## config.mk

```make
export PLATFORM = sky130hd
export DESIGN_NAME = rr_stream_arbiter
export DESIGN_NICKNAME = d
export VERILOG_FILES = /design/src/rtl/stream_arb_pkg.sv /design/src/rtl/skid_stage.sv /design/src/rtl/rr_stream_arbiter.sv
export SDC_FILE = /design/constraint.sdc
export NUM_CORES = 1
export LEC_CHECK = 0
export BUFFER_PORTS_ARGS = -buffer_cell sky130_fd_sc_hd__buf_4
export CAP_MARGIN = 20
export CORE_MARGIN = 2
export CORE_UTILIZATION = 45
export CTS_CLUSTER_SIZE = 20
export DETAILED_ROUTE_END_ITERATION = 10
export PLACE_DENSITY = 0.71
export SYNTH_ARGS = -nofsm -noshare
export SYNTH_HDL_FRONTEND = slang
export SYNTH_SLANG_ARGS = --single-unit
```

## constraint.sdc

```tcl
create_clock -name i_clk -period 1.8 [get_ports i_clk]
set_input_delay 0.36 -clock i_clk [delete_from_list [all_inputs] [get_ports i_clk]]
set_output_delay 0.36 -clock i_clk [all_outputs]
set_load 0.02 [all_outputs]
```

## src/rtl/stream_arb_pkg.sv

```systemverilog
// stream_arb_pkg: shared types and helpers for rr_stream_arbiter.
//   st_t     - arbiter state (IDLE waits for a request, LOCKED owns the output)
//   rr_pick  - round-robin winner search starting at a priority pointer
package stream_arb_pkg;

    // Upper bound on requesters; rr_pick works on vectors of this width.
    localparam int MAX_REQ = 16;

    typedef enum logic {IDLE, LOCKED} st_t;

    // Returns the first set bit of req[n-1:0] scanning ptr, ptr+1, ... mod n.
    // Returns 0 when no bit is set (callers only use it with a request present).
    function automatic logic [3:0] rr_pick(input logic [MAX_REQ-1:0] req,
                                           input logic [3:0]         ptr,
                                           input int                 n);
        logic [3:0] win;
        logic       found;
        int         idx;
        win   = '0;
        found = 1'b0;
        for (int i = 0; i < MAX_REQ; i++) begin
            idx = int'(ptr) + i;
            if (idx >= n) idx = idx - n;
            if (i < n && !found && idx < MAX_REQ && req[idx]) begin
                win   = 4'(idx);
                found = 1'b1;
            end
        end
        return win;
    endfunction

endpackage

```

## src/rtl/skid_stage.sv

```systemverilog
// skid_stage: registered valid/ready stage with a one-entry skid buffer.
// o_ready depends only on local registers, never on i_ready.
// Ports:
//   i_clk, i_reset_n     clock, async active-low reset
//   i_valid, o_ready     upstream handshake (o_ready = skid empty)
//   i_data [PW]          upstream payload
//   o_valid, o_data      registered downstream beat
//   i_ready              downstream ready
module skid_stage #(
    parameter int PW = 8
) (
    input  logic          i_clk,
    input  logic          i_reset_n,
    input  logic          i_valid,
    output logic          o_ready,
    input  logic [PW-1:0] i_data,
    output logic          o_valid,
    output logic [PW-1:0] o_data,
    input  logic          i_ready
);

    logic          r_valid_q;
    logic [PW-1:0] r_data_q;
    logic          acc;
    logic          out_ld;

    assign o_ready = !r_valid_q;
    assign acc     = i_valid && o_ready;
    assign out_ld  = !o_valid || i_ready;

    always_ff @(posedge i_clk or negedge i_reset_n) begin
        if (!i_reset_n) begin
            o_valid   <= 1'b0;
            o_data    <= '0;
            r_valid_q <= 1'b0;
            r_data_q  <= '0;
        end else begin
            // Output register: skid beat is older, so it always goes first.
            if (out_ld) begin
                if (r_valid_q) begin
                    o_valid <= 1'b1;
                    o_data  <= r_data_q;
                end else if (acc) begin
                    o_valid <= 1'b1;
                    o_data  <= i_data;
                end else begin
                    o_valid <= 1'b0;
                end
            end
            // A new beat lands in the skid when the output cannot take it:
            // either the output is stalled, or it is taking the skid beat.
            if (acc && (!out_ld || r_valid_q)) begin
                r_valid_q <= 1'b1;
                r_data_q  <= i_data;
            end else if (out_ld && r_valid_q) begin
                r_valid_q <= 1'b0;
            end
        end
    end

endmodule

```

## src/rtl/rr_stream_arbiter.sv

```systemverilog
// rr_stream_arbiter: packet-granular round-robin arbiter sharing one
// registered skid output stage between N_REQ valid/ready streams.
// Ports:
//   i_clk, i_reset_n   clock, async active-low reset
//   i_valid [N_REQ]    per-requester valid
//   i_data [N_REQ*DW]  requester k at [k*DW +: DW]
//   i_last [N_REQ]     per-requester end of packet
//   o_ready [N_REQ]    per-requester ready (from registers only)
//   o_valid/o_data/o_last/o_src  output beat and its source index
//   i_ready            downstream ready
module rr_stream_arbiter
    import stream_arb_pkg::*;
#(
    parameter int N_REQ = 4,
    parameter int DW    = 8,
    parameter int SW    = $clog2(N_REQ)
) (
    input  logic               i_clk,
    input  logic               i_reset_n,
    input  logic [N_REQ-1:0]   i_valid,
    input  logic [N_REQ*DW-1:0] i_data,
    input  logic [N_REQ-1:0]   i_last,
    output logic [N_REQ-1:0]   o_ready,
    output logic               o_valid,
    output logic [DW-1:0]      o_data,
    output logic               o_last,
    output logic [SW-1:0]      o_src,
    input  logic               i_ready
);

    localparam int PW = DW + 1 + SW;

    st_t           st_q;
    logic [SW-1:0] grant_q;
    logic [SW-1:0] ptr_q;
    logic [SW-1:0] ptr_d;

    logic          sel_valid;
    logic          sel_last;
    logic [DW-1:0] sel_data;
    logic          skid_rdy;
    logic          acc;
    logic [3:0]    pick;
    logic [PW-1:0] out_pl;

    // Grant mux: only the locked requester is presented to the stage.
    assign sel_valid = (st_q == LOCKED) && i_valid[grant_q];
    assign sel_data  = i_data[grant_q*DW +: DW];
    assign sel_last  = i_last[grant_q];
    assign acc       = sel_valid && skid_rdy;

    assign pick  = rr_pick(MAX_REQ'(i_valid), 4'(ptr_q), N_REQ);
    assign ptr_d = (grant_q == SW'(N_REQ - 1)) ? '0 : grant_q + 1'b1;

    // o_ready demux.
    always_comb begin
        o_ready = '0;
        if (st_q == LOCKED) o_ready[grant_q] = skid_rdy;
    end

    // Grant is held until the last beat is accepted, even if the owner
    // drops i_valid mid-packet.
    always_ff @(posedge i_clk or negedge i_reset_n) begin
        if (!i_reset_n) begin
            st_q    <= IDLE;
            grant_q <= '0;
            ptr_q   <= '0;
        end else begin
            case (st_q)
                IDLE: begin
                    if (|i_valid) begin
                        grant_q <= pick[SW-1:0];
                        st_q    <= LOCKED;
                    end
                end
                LOCKED: begin
                    if (acc && sel_last) begin
                        st_q  <= IDLE;
                        ptr_q <= ptr_d;
                    end
                end
                default: st_q <= IDLE;
            endcase
        end
    end

    skid_stage #(.PW(PW)) u_skid (
        .i_clk     (i_clk),
        .i_reset_n (i_reset_n),
        .i_valid   (sel_valid),
        .o_ready   (skid_rdy),
        .i_data    ({sel_last, grant_q, sel_data}),
        .o_valid   (o_valid),
        .o_data    (out_pl),
        .i_ready   (i_ready)
    );

    assign {o_last, o_src, o_data} = out_pl;

endmodule
```

==> flow_summary_export.csv <==
group,metric,value,unit
run_status,status,"finished with violations",
run_status,failed_checks,"hold timing",
synthesis,syn_area_per_cell,12.1,um^2
synthesis,synth.area.top_cells,"dfrtp_1 (41%), mux4_2 (11%), mux2i_1 (7.9%), ha_1 (5.6%), mux2_4 (5.1%)",
worst_setup_path,crit_type,"reg -> reg",
synthesis,yosys.area.top_type,"dfrtp_1",
detailed_routing,postRouteAntennaNets,0,
placed_design,io_buffers,58,
cells_and_area,diodes,0,
cells_and_area,final_util,66.3,%
timing,fin_crit_sh,96.6,%
clocking,cts_buffers,5,
clocking,htree_levels,2,
placed_design,hpwl,3.27,mm
global_routing,grt_overflow,0,
synthesis,postSynthCellCount,147,
cells_and_area,multi_input_area,1010,um^2
placed_design,gp_congestion,0.821,
job,cap_viol_max_count,0,
floorplanning,core,3720,um^2
worst_setup_path,critical_path_required,1.96,ns
clocking,clockBufferDepth,2,
synthesis,synth_edf_count,0,
timing,rsz0062_at_grt,"yes",
global_routing,grt_max_degree,30,
placed_design,post-place-ws,-0.0289,ns
clocking,clock-root-buffer,"clkbuf_8",
cells_and_area,area_growth,38.9,%
clocking,clkSinkCount,29,
synthesis,synth_most_common_cell,"dfrtp_1",
synthesis,synth_area,1770,um^2
clocking,path_clk_slew,0.06,ns
worst_setup_path,crit_path_end_kind,"register",
floorplanning,die_area,4460,um^2
synthesis,synth_top_area_share,40.9,%
detailed_routing,dr.pass1.iters,4,
synthesis,synth-seq-cells,29,
timing,hold_viol,2,
synthesis,ys_seq_area_share,40.9,%
clocking,cts_tree,"built",
detailed_routing,via_count,1443,
global_routing,grt_pass1_wl,6.62,mm
detailed_routing,avgRoutedWirePerCell,15.5,um
timing,worst_hold_slack,-0.00156,ns
timing,slew_headroom,71.6,%
timing,max_freq,575,MHz
worst_setup_path,worstPathMaxFanout,6,
floorplanning,die_w,66.8,um
global_routing,antenna_found_initial,0,
worst_setup_path,cp-start-kind,"register",
floorplanning,start_util,47.7,%
global_routing,grt_pass1_vias,1421,
global_routing,grtUsageTotal,20.4,%
detailed_routing,drt_iter0_drc,62,
min_path,hp-class,"in -> async",
timing,maxSlewViolCount,0,
synthesis,syn_nets,198,
synthesis,async_reset_ff_share,100,%
clocking,holdBufCountCts,0,
synthesis,yosys.cell_types.count,34,
pwr,ir_worst_vdd,0.000869,V
detailed_routing,drc,0,
timing,setup_viol,0,
cells_and_area,drive_gt1_share,47.1,%
floorplanning,rows,22,
floorplanning,ios,59,
cells_and_area,regArea,727,um^2
cells_and_area,nNetsFinal,272,
detailed_routing,routed_wl,4.17,mm
pwr,p_leak,1.15,nW
floorplanning,fp.dieH,66.8,um
worst_setup_path,arrival,1.90,ns
timing,skew,0.00415,ns
detailed_routing,viasPerCell,5.36,
timing,min_period,1.74,ns
cells_and_area,fill_cells,313,
synthesis,synth-main-ff-cell,"dfrtp_1",
synthesis,synth_warnings,0,
timing,tightest_slew,0.425,ns
timing,tns,0,ns
pwr,pwr_density_cell,1780,nW/um^2
synthesis,synthTopCellsByCount,"dfrtp_1 (29), nor2_1 (15), mux2i_1 (14), a21oi_1 (11), mux4_2 (9)",
pwr,power.total,4.39,mW
clocking,clk_latency,0.27,ns
timing,setup_ws,0.0605,ns
-- through the flow --
step / cell area (um^2) / hold slack [ns] / instances
final: 2460 / -0.00156 / 269
after detailed placement: 2350 / 0.304 / 260
after global routing: 2460 / 0.0223 / 269
after floorplan: 1790 / 0.0644 / 147
after CTS: 2450 / 0.00954 / 268
after global placement: 2350 / 0.295 / 260
-- placed cells by master, fill, tap and decap left out, drive strengths merged, types with 5 or more instances in the layout --
| cell type | instances |
|---|---|
| nor2 | 15 |
| and2 | 7 |
| mux2 | 12 |
| clkbuf | 7 |
| ha | 8 |
| dfrtp | 29 |
| mux4 | 11 |
| mux2i | 14 |
| a21oi | 12 |
| inv | 5 |
| buf | 74 |
| nand2 | 7 |
-- final cells by class --
type | instances | share of cell area, %
Inverter | 5 | 0.762
Timing Repair Buffer | 74 | 22.7
Sequential cell | 29 | 29.5
Multi-Input combinational cell | 106 | 41.1
Clock buffer | 7 | 3.51
Tap cell | 48 | 2.44
-- final timing paths --
check / startpoint / endpoint / slack [ns] / depth (start not counted)
max in group asynchronous: i_reset_n / grant_q[0] / 1.50 / 1
max reg2reg: grant_q[0] / ptr_q[1] / 0.06 / 4
min reg2reg: u_skid.r_data_q[8] / u_skid.r_data_q[8] / 0.49 / 2
min: i_reset_n / ptr_q[0] / -0.002 / 1
min in group i_clk: i_ready / u_skid.o_valid / 0.37 / 3
max: grant_q[0] / ptr_q[1] / 0.06 / 4
-- worst max-delay path, stage by stage, from the launching register on --
cell,delay [ns]
dfrtp_2,0.40
buf_6,0.13
mux4_1,0.62
nand2_1,0.14
mux2_1,0.33
-- registers in the layout, indices dropped and copies added, names as in the netlist --
signal / cells
grant_q: 2
ptr_q: 2
st_q: 1
u_skid.o_data: 11
u_skid.o_valid: 1
u_skid.r_data_q: 11
u_skid.r_valid_q: 1
-- metal layers --
layer | global-route usage [%] | up-vias | routed length, um
li1 | - | 686 | -
met3 | 4.05 | 2 | 176
met2 | 38.1 | 44 | 2360
met1 | 23.2 | 711 | 1600
met5 | 0 | - | 0
met4 | 6.12 | 0 | 27
-- where the power goes --
group          switching [mW]  internal [mW]  leakage, nW
Clock                   0.231          0.303       0.0443
Combinational            1.32           1.35        0.770
Sequential              0.191          0.989        0.337
-- what timing repair did --
item | in CTS | in global routing
endpoints found under the setup margin | 6 | 16
cloned | 0 | 0
buffers inserted | 1 | 1
resized for setup | 3 | 1
-- cells by family (layout without fill, tap and decap cells) --
group                      count (synthesis)  in the layout  synth area share, %
AOI/OAI and AO/OA                         25             25                 8.82
adders and majority gates                  8              8                 5.65
buffers and inverters                     12             86                 3.25
DFF                                       29             29                 40.9
muxes                                     37             37                 31.2
and+or+nand+nor                           36             36                 10.2
Power figures use the tool's default switching activity.
